==> src/rtl/video_in_pack_fifo_if.sv <==
// Signal bundle between the pixel source / store stage and video_in_pack_fifo.
// ovf_count is present only when VIDEO_IN_OVF_CNT_EN is defined.
interface video_in_pack_fifo_if;
   logic [7:0]  pixel_in;
   logic        line_valid;
   logic        frame_valid;
   logic        new_addr;
   logic        r_ack;
   logic [31:0] data_fifo;
   logic        nb_pack_available;
   logic        overflow;
`ifdef VIDEO_IN_OVF_CNT_EN
   logic [15:0] ovf_count;

   modport master (
      output pixel_in, line_valid, frame_valid, new_addr, r_ack,
      input  data_fifo, nb_pack_available, overflow, ovf_count
   );
   modport slave (
      input  pixel_in, line_valid, frame_valid, new_addr, r_ack,
      output data_fifo, nb_pack_available, overflow, ovf_count
   );
`else
   modport master (
      output pixel_in, line_valid, frame_valid, new_addr, r_ack,
      input  data_fifo, nb_pack_available, overflow
   );
   modport slave (
      input  pixel_in, line_valid, frame_valid, new_addr, r_ack,
      output data_fifo, nb_pack_available, overflow
   );
`endif
endinterface

==> src/rtl/video_in_pack_fifo.sv <==
// Captures one video frame, packs 4 pixels per 32-bit word into a show-ahead FIFO.
// Optional dropped-word counter output ovf_count enabled by macro VIDEO_IN_OVF_CNT_EN.
//
// state      | meaning
// -----------+-----------------------------------------------------------
// ST_IDLE    | frame done or never armed; pixels ignored until new_addr
// ST_SYNC    | re-armed by new_addr; waiting for frame_valid low
// ST_ARMED   | waiting for frame_valid rise (frame start)
// ST_CAPTURE | accepting pixels on line_valid && frame_valid
module video_in_pack_fifo #(
   parameter int WIDTH   = 640,
   parameter int HEIGHT  = 480,
   parameter int NB_PACK = 16,
   parameter int DEPTH   = 32
) (
   input logic                 clk,
   input logic                 nRST,
   video_in_pack_fifo_if.slave bus
);
   localparam int              PW          = $clog2(DEPTH);
   localparam int              CW          = PW + 1;
   localparam logic [19:0]     PIX_LAST    = 20'(WIDTH * HEIGHT - 1);
   localparam logic [CW-1:0]   FULL_CNT    = CW'(DEPTH);
   localparam int unsigned     BURST_WORDS = NB_PACK / 4;

   typedef enum logic [1:0] {
      ST_IDLE    = 2'd0,
      ST_SYNC    = 2'd1,
      ST_ARMED   = 2'd2,
      ST_CAPTURE = 2'd3
   } state_t;

   state_t        state_q, state_d;
   logic [23:0]   pack_q, pack_d;
   logic [1:0]    lane_q, lane_d;
   logic [19:0]   pix_cnt_q, pix_cnt_d;
   logic [PW-1:0] wr_ptr_q, wr_ptr_d;
   logic [PW-1:0] rd_ptr_q, rd_ptr_d;
   logic [CW-1:0] count_q, count_d;
   logic          overflow_q, overflow_d;
   logic [31:0]   mem_q [DEPTH];
   logic [31:0]   mem_d [DEPTH];

   logic          accept;
   logic          last_pix;
   logic          abort;
   logic          wr_en;
   logic [31:0]   wr_word;
   logic          pop;
   logic          push;
   logic          drop;

   always_ff @(posedge clk) begin
      if (!nRST) begin
         state_q <= ST_IDLE;
      end else begin
         state_q <= state_d;
      end
   end

   always_comb begin
      state_d = state_q;
      if (bus.new_addr) begin
         state_d = ST_SYNC;
      end else begin
         case (state_q)
            ST_IDLE:    state_d = ST_IDLE;
            ST_SYNC:    if (!bus.frame_valid) state_d = ST_ARMED;
            ST_ARMED:   if (bus.frame_valid) state_d = ST_CAPTURE;
            ST_CAPTURE: begin
               if (abort) begin
                  state_d = ST_ARMED;
               end else if (last_pix) begin
                  state_d = ST_IDLE;
               end
            end
            default:    state_d = ST_IDLE;
         endcase
      end
   end

   always_comb begin
      accept   = (state_q == ST_CAPTURE) && bus.line_valid && bus.frame_valid;
      abort    = (state_q == ST_CAPTURE) && !bus.frame_valid;
      last_pix = accept && (pix_cnt_q == PIX_LAST);
      wr_en    = accept && (lane_q == 2'd3);
      wr_word  = {bus.pixel_in, pack_q};
   end

   // Packer: the first three pixels of a word are held, the fourth goes straight to the FIFO.
   always_comb begin
      pack_d    = pack_q;
      lane_d    = lane_q;
      pix_cnt_d = pix_cnt_q;
      if (bus.new_addr || abort) begin
         pack_d    = '0;
         lane_d    = '0;
         pix_cnt_d = '0;
      end else if (accept) begin
         pix_cnt_d = pix_cnt_q + 20'd1;
         lane_d    = lane_q + 2'd1;
         case (lane_q)
            2'd0:    pack_d[7:0]   = bus.pixel_in;
            2'd1:    pack_d[15:8]  = bus.pixel_in;
            2'd2:    pack_d[23:16] = bus.pixel_in;
            default: pack_d        = '0;
         endcase
         if (last_pix) begin
            pack_d = '0;
            lane_d = '0;
         end
      end
   end

   // A pop in the same cycle frees the slot, so a write into a full FIFO is kept then.
   always_comb begin
      pop        = bus.r_ack && (count_q != '0);
      push       = wr_en && ((count_q != FULL_CNT) || pop);
      drop       = wr_en && !push;
      wr_ptr_d   = wr_ptr_q;
      rd_ptr_d   = rd_ptr_q;
      count_d    = count_q;
      overflow_d = overflow_q;
      if (bus.new_addr) begin
         wr_ptr_d   = '0;
         rd_ptr_d   = '0;
         count_d    = '0;
         overflow_d = 1'b0;
      end else begin
         if (push) wr_ptr_d = wr_ptr_q + PW'(1);
         if (pop)  rd_ptr_d = rd_ptr_q + PW'(1);
         count_d = count_q + CW'(push) - CW'(pop);
         if (drop) overflow_d = 1'b1;
      end
   end

   always_comb begin
      mem_d = mem_q;
      if (push && !bus.new_addr) mem_d[wr_ptr_q] = wr_word;
   end

   always_ff @(posedge clk) begin
      if (!nRST) begin
         pack_q     <= '0;
         lane_q     <= '0;
         pix_cnt_q  <= '0;
         wr_ptr_q   <= '0;
         rd_ptr_q   <= '0;
         count_q    <= '0;
         overflow_q <= 1'b0;
      end else begin
         pack_q     <= pack_d;
         lane_q     <= lane_d;
         pix_cnt_q  <= pix_cnt_d;
         wr_ptr_q   <= wr_ptr_d;
         rd_ptr_q   <= rd_ptr_d;
         count_q    <= count_d;
         overflow_q <= overflow_d;
      end
   end

   // Storage carries no reset; its content is only observed while count_q is non-zero.
   always_ff @(posedge clk) begin
      mem_q <= mem_d;
   end

`ifdef VIDEO_IN_OVF_CNT_EN
   logic [15:0] ovf_cnt_q, ovf_cnt_d;

   always_comb begin
      ovf_cnt_d = ovf_cnt_q;
      if (bus.new_addr) begin
         ovf_cnt_d = '0;
      end else if (drop && (ovf_cnt_q != 16'hFFFF)) begin
         ovf_cnt_d = ovf_cnt_q + 16'd1;
      end
   end

   always_ff @(posedge clk) begin
      if (!nRST) begin
         ovf_cnt_q <= '0;
      end else begin
         ovf_cnt_q <= ovf_cnt_d;
      end
   end

   assign bus.ovf_count = ovf_cnt_q;
`endif

   assign bus.data_fifo         = mem_q[rd_ptr_q];
   assign bus.nb_pack_available = (32'(count_q) >= BURST_WORDS);
   assign bus.overflow          = overflow_q;

endmodule

==> src/flat_wrapper.sv <==
// flat-port wrapper written by rule: the top's interface ports become plain ports
module video_in_pack_fifo_flat 
#(
   parameter int WIDTH   = 640,
   parameter int HEIGHT  = 480,
   parameter int NB_PACK = 16,
   parameter int DEPTH   = 32
)
  (clk, nRST, bus_pixel_in, bus_line_valid, bus_frame_valid, bus_new_addr, bus_r_ack, bus_data_fifo, bus_nb_pack_available, bus_overflow);
  video_in_pack_fifo_if bus_i ();
  input logic clk;
  input logic nRST;
  input wire logic [$bits(bus_i.pixel_in)-1:0] bus_pixel_in;
  input wire logic [$bits(bus_i.line_valid)-1:0] bus_line_valid;
  input wire logic [$bits(bus_i.frame_valid)-1:0] bus_frame_valid;
  input wire logic [$bits(bus_i.new_addr)-1:0] bus_new_addr;
  input wire logic [$bits(bus_i.r_ack)-1:0] bus_r_ack;
  output wire logic [$bits(bus_i.data_fifo)-1:0] bus_data_fifo;
  output wire logic [$bits(bus_i.nb_pack_available)-1:0] bus_nb_pack_available;
  output wire logic [$bits(bus_i.overflow)-1:0] bus_overflow;
  assign bus_i.pixel_in = bus_pixel_in;
  assign bus_i.line_valid = bus_line_valid;
  assign bus_i.frame_valid = bus_frame_valid;
  assign bus_i.new_addr = bus_new_addr;
  assign bus_i.r_ack = bus_r_ack;
  assign bus_data_fifo = bus_i.data_fifo;
  assign bus_nb_pack_available = bus_i.nb_pack_available;
  assign bus_overflow = bus_i.overflow;
  video_in_pack_fifo #(.WIDTH(WIDTH), .HEIGHT(HEIGHT), .NB_PACK(NB_PACK), .DEPTH(DEPTH)) u_core (.clk(clk), .nRST(nRST), .bus(bus_i));
endmodule
==> config.mk <==
export PLATFORM = sky130hd
export DESIGN_NAME = video_in_pack_fifo_flat
export DESIGN_NICKNAME = d
export VERILOG_FILES = /design/src/rtl/video_in_pack_fifo_if.sv /design/src/rtl/video_in_pack_fifo.sv /design/src/flat_wrapper.sv
export SDC_FILE = /design/constraint.sdc
export NUM_CORES = 1
export LEC_CHECK = 0
export ABC_AREA = 1
export CAP_MARGIN = 0
export CORE_ASPECT_RATIO = 0.8
export CORE_MARGIN = 4
export CORE_UTILIZATION = 30
export CTS_CLUSTER_DIAMETER = 80
export DETAILED_ROUTE_END_ITERATION = 10
export HOLD_SLACK_MARGIN = 0.06
export PLACE_DENSITY = 0.41
export RECOVER_POWER = 25
export SLEW_MARGIN = 5
export SYNTH_ARGS = -nofsm -noshare
export SYNTH_HDL_FRONTEND = slang
export SYNTH_SLANG_ARGS = --single-unit
export TNS_END_PERCENT = 5
==> constraint.sdc <==
create_clock -name clk -period 9.02 [get_ports clk]
set_clock_uncertainty 0.2 [all_clocks]
set_input_delay 1.804 -clock clk [delete_from_list [all_inputs] [get_ports clk]]
set_output_delay 1.804 -clock clk [all_outputs]
set_load 0.01 [all_outputs]
-- After elaboration in Yosys (flattened, before gate mapping)
Index checks and enable logic that the tools add are counted.
- add/sub/neg operators: 6
- order comparisons: 4
- eq/ne operators: 17
- multiplexer cells: 17
- bitwise logic cells: 3
- reduce and logical (&&, ||, !) cells: 28
- operators by type and width (cell ; number):
    1024-bit bitwise mux ; 1
    32-bit binary-select mux with 5-bit select ; 1
    32-bit demux with 5-bit select ; 1
    32-bit 2-to-1 mux ; 3
    8-bit case mux with 2 select lines ; 3
    24-bit 2-to-1 mux ; 1
    20-bit by 1-bit adder with 20-bit output (second input constant) ; 1
    20-bit by 19-bit == test with 1-bit output (second input constant) ; 1
    6-bit greater-or-equal comparator (second input constant) ; 2
    5-bit inverter with 6-bit output ; 2
    5-bit by 1-bit adder with 5-bit output (second input constant) ; 2
    1-bit logical AND ; 10
    2-bit 2-to-1 mux ; 5
    2-bit OR reduction ; 5
    2-bit == test (second input constant) ; 4
    2-bit case mux with 4 select lines ; 1
    6-bit by 1-bit adder with 6-bit output ; 1
    6-bit by 3-bit greater-or-equal comparator with 1-bit output (second input constant) ; 1
    6-bit by 1-bit < comparator with 1-bit output (second input constant) ; 1
    2-bit by 1-bit inequality test with 1-bit output (second input constant) ; 3
    3-bit inequality test (second input constant) ; 2
    6-bit inequality test (second input constant) ; 1
    2-bit AND reduction ; 3
    3-bit AND reduction ; 2
    other kinds (12) ; 18
- register bits: 1089
- input bits: 14
- output and inout port bits: 34
- logic and storage cells: 118

-- Depth between registers and ports, before layout
Gate-level depths: netlist of the first run.
- word-level depth: 8
- depth in mapped cells: 17
- depth with buffers taken out: 17

-- Least setup slack after synthesis of the first run
No wires, ideal clock.
- path kind: input to register
- from: in bus_frame_valid
- to: reg u_core.mem_q[0] in the netlist's numbering (enable)
- setup time: 0.421 ns
- data arrival time: 4.098 ns
- required time: 8.399 ns
- slack: 4.301 ns
- stages on the path: 8
- path buffers: 0
- cells stage by stage: nand2_1 nor2_1 inv_2 nor2_2 nand2_1 nor2_4 nand2_4 nor2_1
- longest elaborated chain between the ends: 4
- ends and longest elaborated chain (element ; RTL line ; RTL):
    start, declared ; flat_wrapper.sv:15 ; input wire logic [$bits(bus_i.frame_valid)-1:0] bus_frame_valid;
    1-bit logical AND ; video_in_pack_fifo.sv:83 ; accept = (state_q == ST_CAPTURE) && bus.line_valid && bus.frame_valid;
    1-bit logical AND ; video_in_pack_fifo.sv:86 ; wr_en = accept && (lane_q == 2'd3);
    1-bit logical AND ; video_in_pack_fifo.sv:118 ; push = wr_en && ((count_q != FULL_CNT) || pop);
    1-bit logical AND ; video_in_pack_fifo.sv:139 ; if (push && !bus.new_addr) mem_d[wr_ptr_q] = wr_word;
    end signal, assigned ; video_in_pack_fifo.sv:164 ; mem_q <= mem_d;
    end, declared ; video_in_pack_fifo.sv:41 ; logic [31:0] mem_q [DEPTH];
Every way passes these cells.
A chain may end at the register's enable or synchronous reset.

-- Worst setup path in the final report of the first run
- from: reg u_core.rd_ptr_q[0]
- to: out bus_data_fifo[25]
- longest elaborated chain between the ends: 4
- ends and longest elaborated chain (element ; RTL line ; RTL):
    start, declared ; video_in_pack_fifo.sv:38 ; logic [PW-1:0] rd_ptr_q, rd_ptr_d;
    start signal, assigned ; video_in_pack_fifo.sv:156 ; rd_ptr_q <= rd_ptr_d;
    5-bit inverter with 6-bit output (not written as such) ; video_in_pack_fifo.sv:190 ; assign bus.data_fifo = mem_q[rd_ptr_q];
    32-bit binary-select mux with 5-bit select ; video_in_pack_fifo.sv:190 ;
    32-bit 2-to-1 mux (not written as such) (2 in series) ; video_in_pack_fifo.sv:190 ;
    end, declared ; flat_wrapper.sv:18 ; output wire logic [$bits(bus_i.data_fifo)-1:0] bus_data_fifo;
Every way passes these cells. The select of a mux whose other input is x is not followed.

==> flow_summary.yaml, run 1 <==
sta:
  setup_tns_ns: 0
  clock.fmax_mhz: 147
  slew_violations: 641
  rsz0062_at_grt: "false"
  min_period_ns: 6.79
  relSlewSlack_pct: -27.3
  hold_viol: 0
  tightest_slew_ns: 1.91
  setup_viol: 0
  timing.final.ws_setup_ns: 2.23
  fin_crit_sh_pct: 75.3
routing:
  drt-initial-drc-count: 2803
  antenna_left: 0
  dr.pass1.iters: 5
  via_per_inst: 4.86
  wl_um: 140000
  wire_per_inst_um: 23.8
  vias: 28600
  drc: 0
final_layout:
  drive_gt1_share_pct: 7.72
  fillers: 14600
  multi_input_area_um2: 11100
  seqCellArea_um2: 32100
  nNetsFinal: 3864
  fin_cells: 5895
  syn2layout_area_growth_pct: 14.3
flow_run:
  maxCapViolCount: 19
clocking:
  clock_latency_ns: 0.73
  clkTransAtPathRegs_ns: 0.06
  cts_setup_buffers: 0
  cts_buffer_depth: 3
  htree_levels: 3
  cts_buffers: 113
  cts-root-buf: "clkbuf_16"
  cts.sinks: 1089
  ctsHoldBuffers: 0
  cts_tree: "yes"
  ctsResizeCount: 0
floorplanning:
  die_w_um: 438
  start_util_pct: 30.4
  fp.coreArea_um2: 146000
  die_area_um2: 154000
  chipHeight_um: 352
  pin_count: 48
  rows: 125
synth:
  ys_seq_area_share_pct: 72.2
  async_reset_ff_share_pct: 0
  syn_area_um2: 44400
  yosysUniqueCellTypes: 36
  ys_ff_latch: 1089
  synth-edff-count: 1024
  ys_warn_count: 0
  postSynthCellCount: 3826
  syn-num-nets: 3860
  post_synth.cell_area_avg_um2: 11.6
  synth_ff_type: "edfxtp_1"
worst_setup_path:
  cp_slowest_stage_delay_ns: 0.81
  crit_path_end_kind: "primary output"
  path_delay_family: "buffers and inverters"
  required_ns: 7.02
  worstPathArrival_ns: 4.78
  crit_type: "reg2out"
  cp_num_buf_inv: 4
  path_cells: "buf_4 -> buf_4 -> nor2_1 -> nor2_1 -> o21ai_0 -> o211ai_1 -> nand3_1 -> nand2_1 -> nand2_1 -> inv_1 -> clkdlybuf4s50_1"
  cp-start-kind: "flop"
  cp_max_fo: 76
  cpMaxStageDelayCell: "buf_4"
worst_hold_path:
  hp-class: "reg2reg"
placement:
  port_buffers: 47
  place_ws_ns: 2.58
  dpl.cell_count: 5683
  dp_hpwl_um: 74800
  gp_congestion: 0.730
outcome:
  violations: "max-capacitance violations, max-slew violations"
  status: "finished, violations left"
grt:
  grt_pass1_vias: 27600
  overflow: 0
  grt_max_degree: 184
  grt_pass1_wl_um: 202000
  grtUsageTotal_pct: 17.8
  antenna_found_initial: 7
pwr:
  pwr-share-clk_pct: 39.4
  swShare_pct: 26.7
  pwr-share-seq_pct: 48.0
  p_leak_nw: 18.5
  p_switching_mw: 3.06
  irDropWorstVdd_mv: 0.200
  p_per_area_nw_per_um2: 226
  pwr-share-comb_pct: 12.6
  internal-power_mw: 8.40
power groups by stage:
stage / combinational (mW) / clock [mW] / sequential [mW]
after floorplan: 0.934 / 0 / 5.59
after global placement: 1.47 / 0 / 5.61
after detailed placement: 1.47 / 0 / 5.61
after CTS: 1.47 / 4.65 / 5.50
after global routing: 1.62 / 4.85 / 5.50
final: 1.44 / 4.52 / 5.50
cell usage after synthesis (4+ instances only):
| cell type | instances | area [µm²] |
|---|---|---|
| inv_1 | 144 | 541 |
| nand2_1 | 516 | 1940 |
| buf_2 | 74 | 370 |
| buf_1 | 34 | 128 |
| nor2_1 | 795 | 2980 |
| nand2_4 | 4 | 45.0 |
| o21ai_0 | 464 | 2320 |
| o211ai_1 | 120 | 901 |
| edfxtp_1 | 1024 | 30700 |
| dfxtp_1 | 65 | 1300 |
| nor3_1 | 16 | 80.1 |
| ha_1 | 19 | 238 |
| xor2_1 | 6 | 52.6 |
| clkbuf_1 | 112 | 420 |
| o21ai_1 | 31 | 155 |
| nand4_1 | 6 | 37.5 |
| buf_4 | 5 | 37.5 |
| a21oi_1 | 90 | 450 |
| nand3_1 | 248 | 1240 |
| or2_2 | 32 | 200 |
cell families (layout without fill, tap and decap cells):
group / Yosys count / count (layout) / share of synthesized area, %
AO/OA/AOI/OAI: 714 / 714 / 8.80
XOR/XNOR: 6 / 6 / 0.118
AND/OR/NAND/NOR: 1624 / 1624 / 14.8
flip-flops: 1089 / 1089 / 72.2
buffers and inverters: 373 / 471 / 3.42
other: 0 / 3 / 0
adder cells (fa/ha/maj): 20 / 20 / 0.581
per-layer routing:
layer | GRT usage (%) | wire, µm | vias to the layer above
li1 | - | - | 13400
met1 | 27.9 | 70700 | 14300
met2 | 26.1 | 60000 | 726
met3 | 2.75 | 7460 | 145
met4 | 3.13 | 2090 | 0
met5 | 0 | 0 | -
final cells by class:
| type | instances | area share, % |
|---|---|---|
| clock buffer | 147 | 5.91 |
| tap | 1968 | 4.86 |
| antenna | 3 | 0.0148 |
| inverter | 147 | 1.13 |
| sequential | 1089 | 63.2 |
| multi-input combinational | 2364 | 21.8 |
| clock inverter | 62 | 0.999 |
| timing repair buffer | 115 | 2.04 |
sequential cells by signal, indices dropped and copies added (netlist names):
| name | flops |
|---|---|
| u_core.wr_ptr_q | 5 |
| u_core.pix_cnt_q | 20 |
| u_core.lane_q | 2 |
| u_core.bus.overflow | 1 |
| u_core.state_q | 2 |
| u_core.pack_q | 24 |
| u_core.rd_ptr_q | 5 |
| u_core.count_q | 6 |
| u_core.mem_q | 1024 |
tightest hold or removal path: cells and delay by family (launching register included):
| kind | cells | cell delay (ns) |
|---|---|---|
| AO/OA/AOI/OAI | 1 | 0.05 |
| flip-flops | 1 | 0.31 |
| buffers and inverters | 1 | 0.05 |
path summary, 6_finish.rpt:
check | startpoint | to | slack (ns) | depth (start not counted)
hold / removal | u_core.bus.overflow | u_core.bus.overflow | 0.26 | 2
hold reg to reg | u_core.bus.overflow | u_core.bus.overflow | 0.26 | 2
setup / recovery | u_core.rd_ptr_q[0] | bus_data_fifo[25] | 2.23 | 11
setup reg to reg | u_core.state_q[0] | u_core.mem_q[584] | 4.57 | 9
through the flow:
stage               hold WS (ns)  util [%]  power, mW  instance area [µm²]
floorplan                  0.259         -       6.52                44400
global placement           0.243      32.3       7.09                47200
detailed placement         0.248      32.3       7.08                47200
CTS                        0.261      34.7       11.6                50700
global route               0.301      34.7       12.0                50700
finish                     0.255      34.7       11.5                50700
placed cells by master, fill, tap and decap left out, types with 22 or more instances in the layout:
cell type        Yosys  layout
edfxtp_1          1024    1024
nor2_1             795     761
nand2_1            516     516
o21ai_0            464     463
nand3_1            248     248
inv_1              144     140
o211ai_1           120     120
clkbuf_16            0     115
a21oi_1             90      90
dfxtp_1             65      56
buf_4                5      53
clkdlybuf4s50_1      0      46
clkbuf_1           112      40
nor2_4               2      36
or2_2               32      32
o21ai_1             31      32
clkinv_1             0      29
clkinv_2             0      22
Power figures use the tool's default switching activity.
==> run 2, diff against run 1 <==
==> constraint.sdc (replaced) <==
create_clock -name clk -period 6.4 [get_ports clk]
set_clock_uncertainty 0.2 [all_clocks]
set_input_delay 1.28 -clock clk [delete_from_list [all_inputs] [get_ports clk]]
set_output_delay 1.28 -clock clk [all_outputs]
set_load 0.01 [all_outputs]
==> run 2 against run 1 <==
Effect of this change: the flow still finishes with violations (max-capacitance violations, max-slew violations); non-clock buffer count rose by 32; register-to-register slack worse by 1.6 ns; via count decreased by 0.13%; critical path depth decreased by 1; core utilization grew 0.24 points; routed wire length down 1.5%; flip-flop and latch count unchanged; critical path type unchanged; largest cell class unchanged.
==> flow_summary.yaml, run 2 (synthesis results as in run 1) <==
worst_setup_path:
  cp_slowest_stage_delay_ns: 0.84
  cp_max_fo: 34
  crit_type: "reg2out"
  cpMostUsedCell: "nand2_1"
  required_ns: 4.92
  worstPathArrival_ns: 4.32
  cpMaxStageDelayCell: "clkinv_2"
  cp-start-kind: "flop"
  crit_path_end_kind: "primary output"
  path_cells: "nand2_1 -> clkinv_2 -> buf_4 -> nand3_1 -> nand2_1 -> a21oi_1 -> nand2_1 -> nand2_1 -> inv_1 -> clkdlybuf4s50_1"
sta:
  timing.hold.ws_ns: 0.260
  relSlewSlack_pct: -22.1
  slew_violations: 404
  timing.final.ws_setup_ns: 0.595
  setup_tns_ns: 0
  rsz0062_at_grt: "false"
  setup_viol: 0
  tightest_slew_ns: 1.83
  min_period_ns: 5.80
  fin_crit_sh_pct: 90.7
  hold_viol: 0
  clock.fmax_mhz: 172
outcome:
  violations: "max-capacitance violations, max-slew violations"
  status: "finished, violations left"
final_layout:
  fillers: 14500
  seqCellArea_um2: 32100
  syn2layout_area_growth_pct: 15.1
  layout_commonest_cell: "edfxtp_1"
  fin_cells: 5930
  multi_input_area_um2: 11100
  largest_register_ffs: 1024
  regMostFlops: "u_core.mem_q"
  nNetsFinal: 3896
  drive_gt1_share_pct: 8.18
  reg.largest.list: "u_core.mem_q (1024), u_core.pack_q (24), u_core.pix_cnt_q (20)"
  most-common-layout-cells: "edfxtp_1, nor2_1, nand2_1"
clocking:
  cts_buffer_depth: 3
  cts_tree: "yes"
  clkTransAtPathRegs_ns: 0.06
  cts_buffers: 113
  ctsHoldBuffers: 0
  cts.sinks: 1089
  ctsResizeCount: 0
  cts-root-buf: "clkbuf_16"
  cts_setup_buffers: 0
  clock_latency_ns: 0.73
  htree_levels: 3
flow_run:
  maxCapViolCount: 12
placement:
  dp_hpwl_um: 75200
  place_ws_ns: 1.24
  gp_congestion: 0.743
  dpl.cell_count: 5715
  port_buffers: 47
floorplanning:
  start_util_pct: 30.4
  fp.coreArea_um2: 146000
  chipHeight_um: 352
  die_area_um2: 154000
  pin_count: 48
  die_w_um: 438
  rows: 125
routing:
  via_per_inst: 4.82
  drt-initial-drc-count: 2778
  dr.pass1.iters: 5
  wl_um: 138000
  antenna_left: 0
  vias: 28600
  wire_per_inst_um: 23.3
  drc: 0
worst_hold_path:
  hp-class: "reg2reg"
grt:
  grt_pass1_wl_um: 201000
  grtUsageTotal_pct: 17.6
  overflow: 0
  grt_max_degree: 153
  antenna_found_initial: 2
  grt_pass1_vias: 27500
pwr:
  irDropWorstVdd_mv: 0.214
  p_leak_nw: 18.7
  p_per_area_nw_per_um2: 317
==> run 2: changes by cell type in the layout (fill, tap and decap cells not counted), sizes merged <==
cell | before | now
inv | 148 | 151
clkinvlp | 1 | 3
clkdlybuf4s50 | 46 | 47
diode | 3 | 2
buf | 61 | 84
clkinv | 55 | 47
bufinv | 5 | 4
clkbuf | 155 | 171
==> run 2: layout make-up <==
cell class,count,share of cell area [%]
clock buffer,155,6.01
antenna,2,0.00980
timing repair buffer,147,2.69
multi-input combinational,2364,21.7
sequential,1089,62.8
inverter,147,1.12
tap,1968,4.82
clock inverter,58,0.890
==> run 2: final timing paths <==
path	from	cells past startpoint	to	slack, ns
worst max-delay path	u_core.rd_ptr_q[3]	10	bus_data_fifo[4]	0.60
worst min-delay path	u_core.bus.overflow	2	u_core.bus.overflow	0.26
worst max register to register	u_core.count_q[2]	12	u_core.mem_q[487]	2.93
worst min register to register	u_core.bus.overflow	2	u_core.bus.overflow	0.26
==> run 2: routing by layer <==
layer  global-route usage (%)  vias up  part of all wire [%]
li1                         -    13500                     -
met1                     27.3    14300                    51
met2                     25.9      578                    43
met3                     2.57      161                   4.2
met4                     3.67        0                   1.8
met5                        0        -                     0
==> run 2: where the power goes <==
part	total, mW	switching [mW]	internal (mW)
Clock	6.38	2.86	3.52
Sequential	7.74	0.0264	7.71
Combinational	2.04	1.40	0.641
==> run 2: through the flow <==
step	total power, mW	util, %	cell area (µm²)
final	16.2	34.9	51100
after global routing	16.9	34.9	51100
after CTS	16.4	35.0	51100
after detailed placement	9.97	32.6	47600
after global placement	9.98	32.6	47600
after floorplan	9.19	-	44400
==> run 2: critical path, delay by kind of cell (launching register included) <==
family / cells / cell delay (ns)
flops: 1 / 0.35
buf+inv: 4 / 1.98
compound gates: 1 / 0.19
simple gates: 5 / 1.05
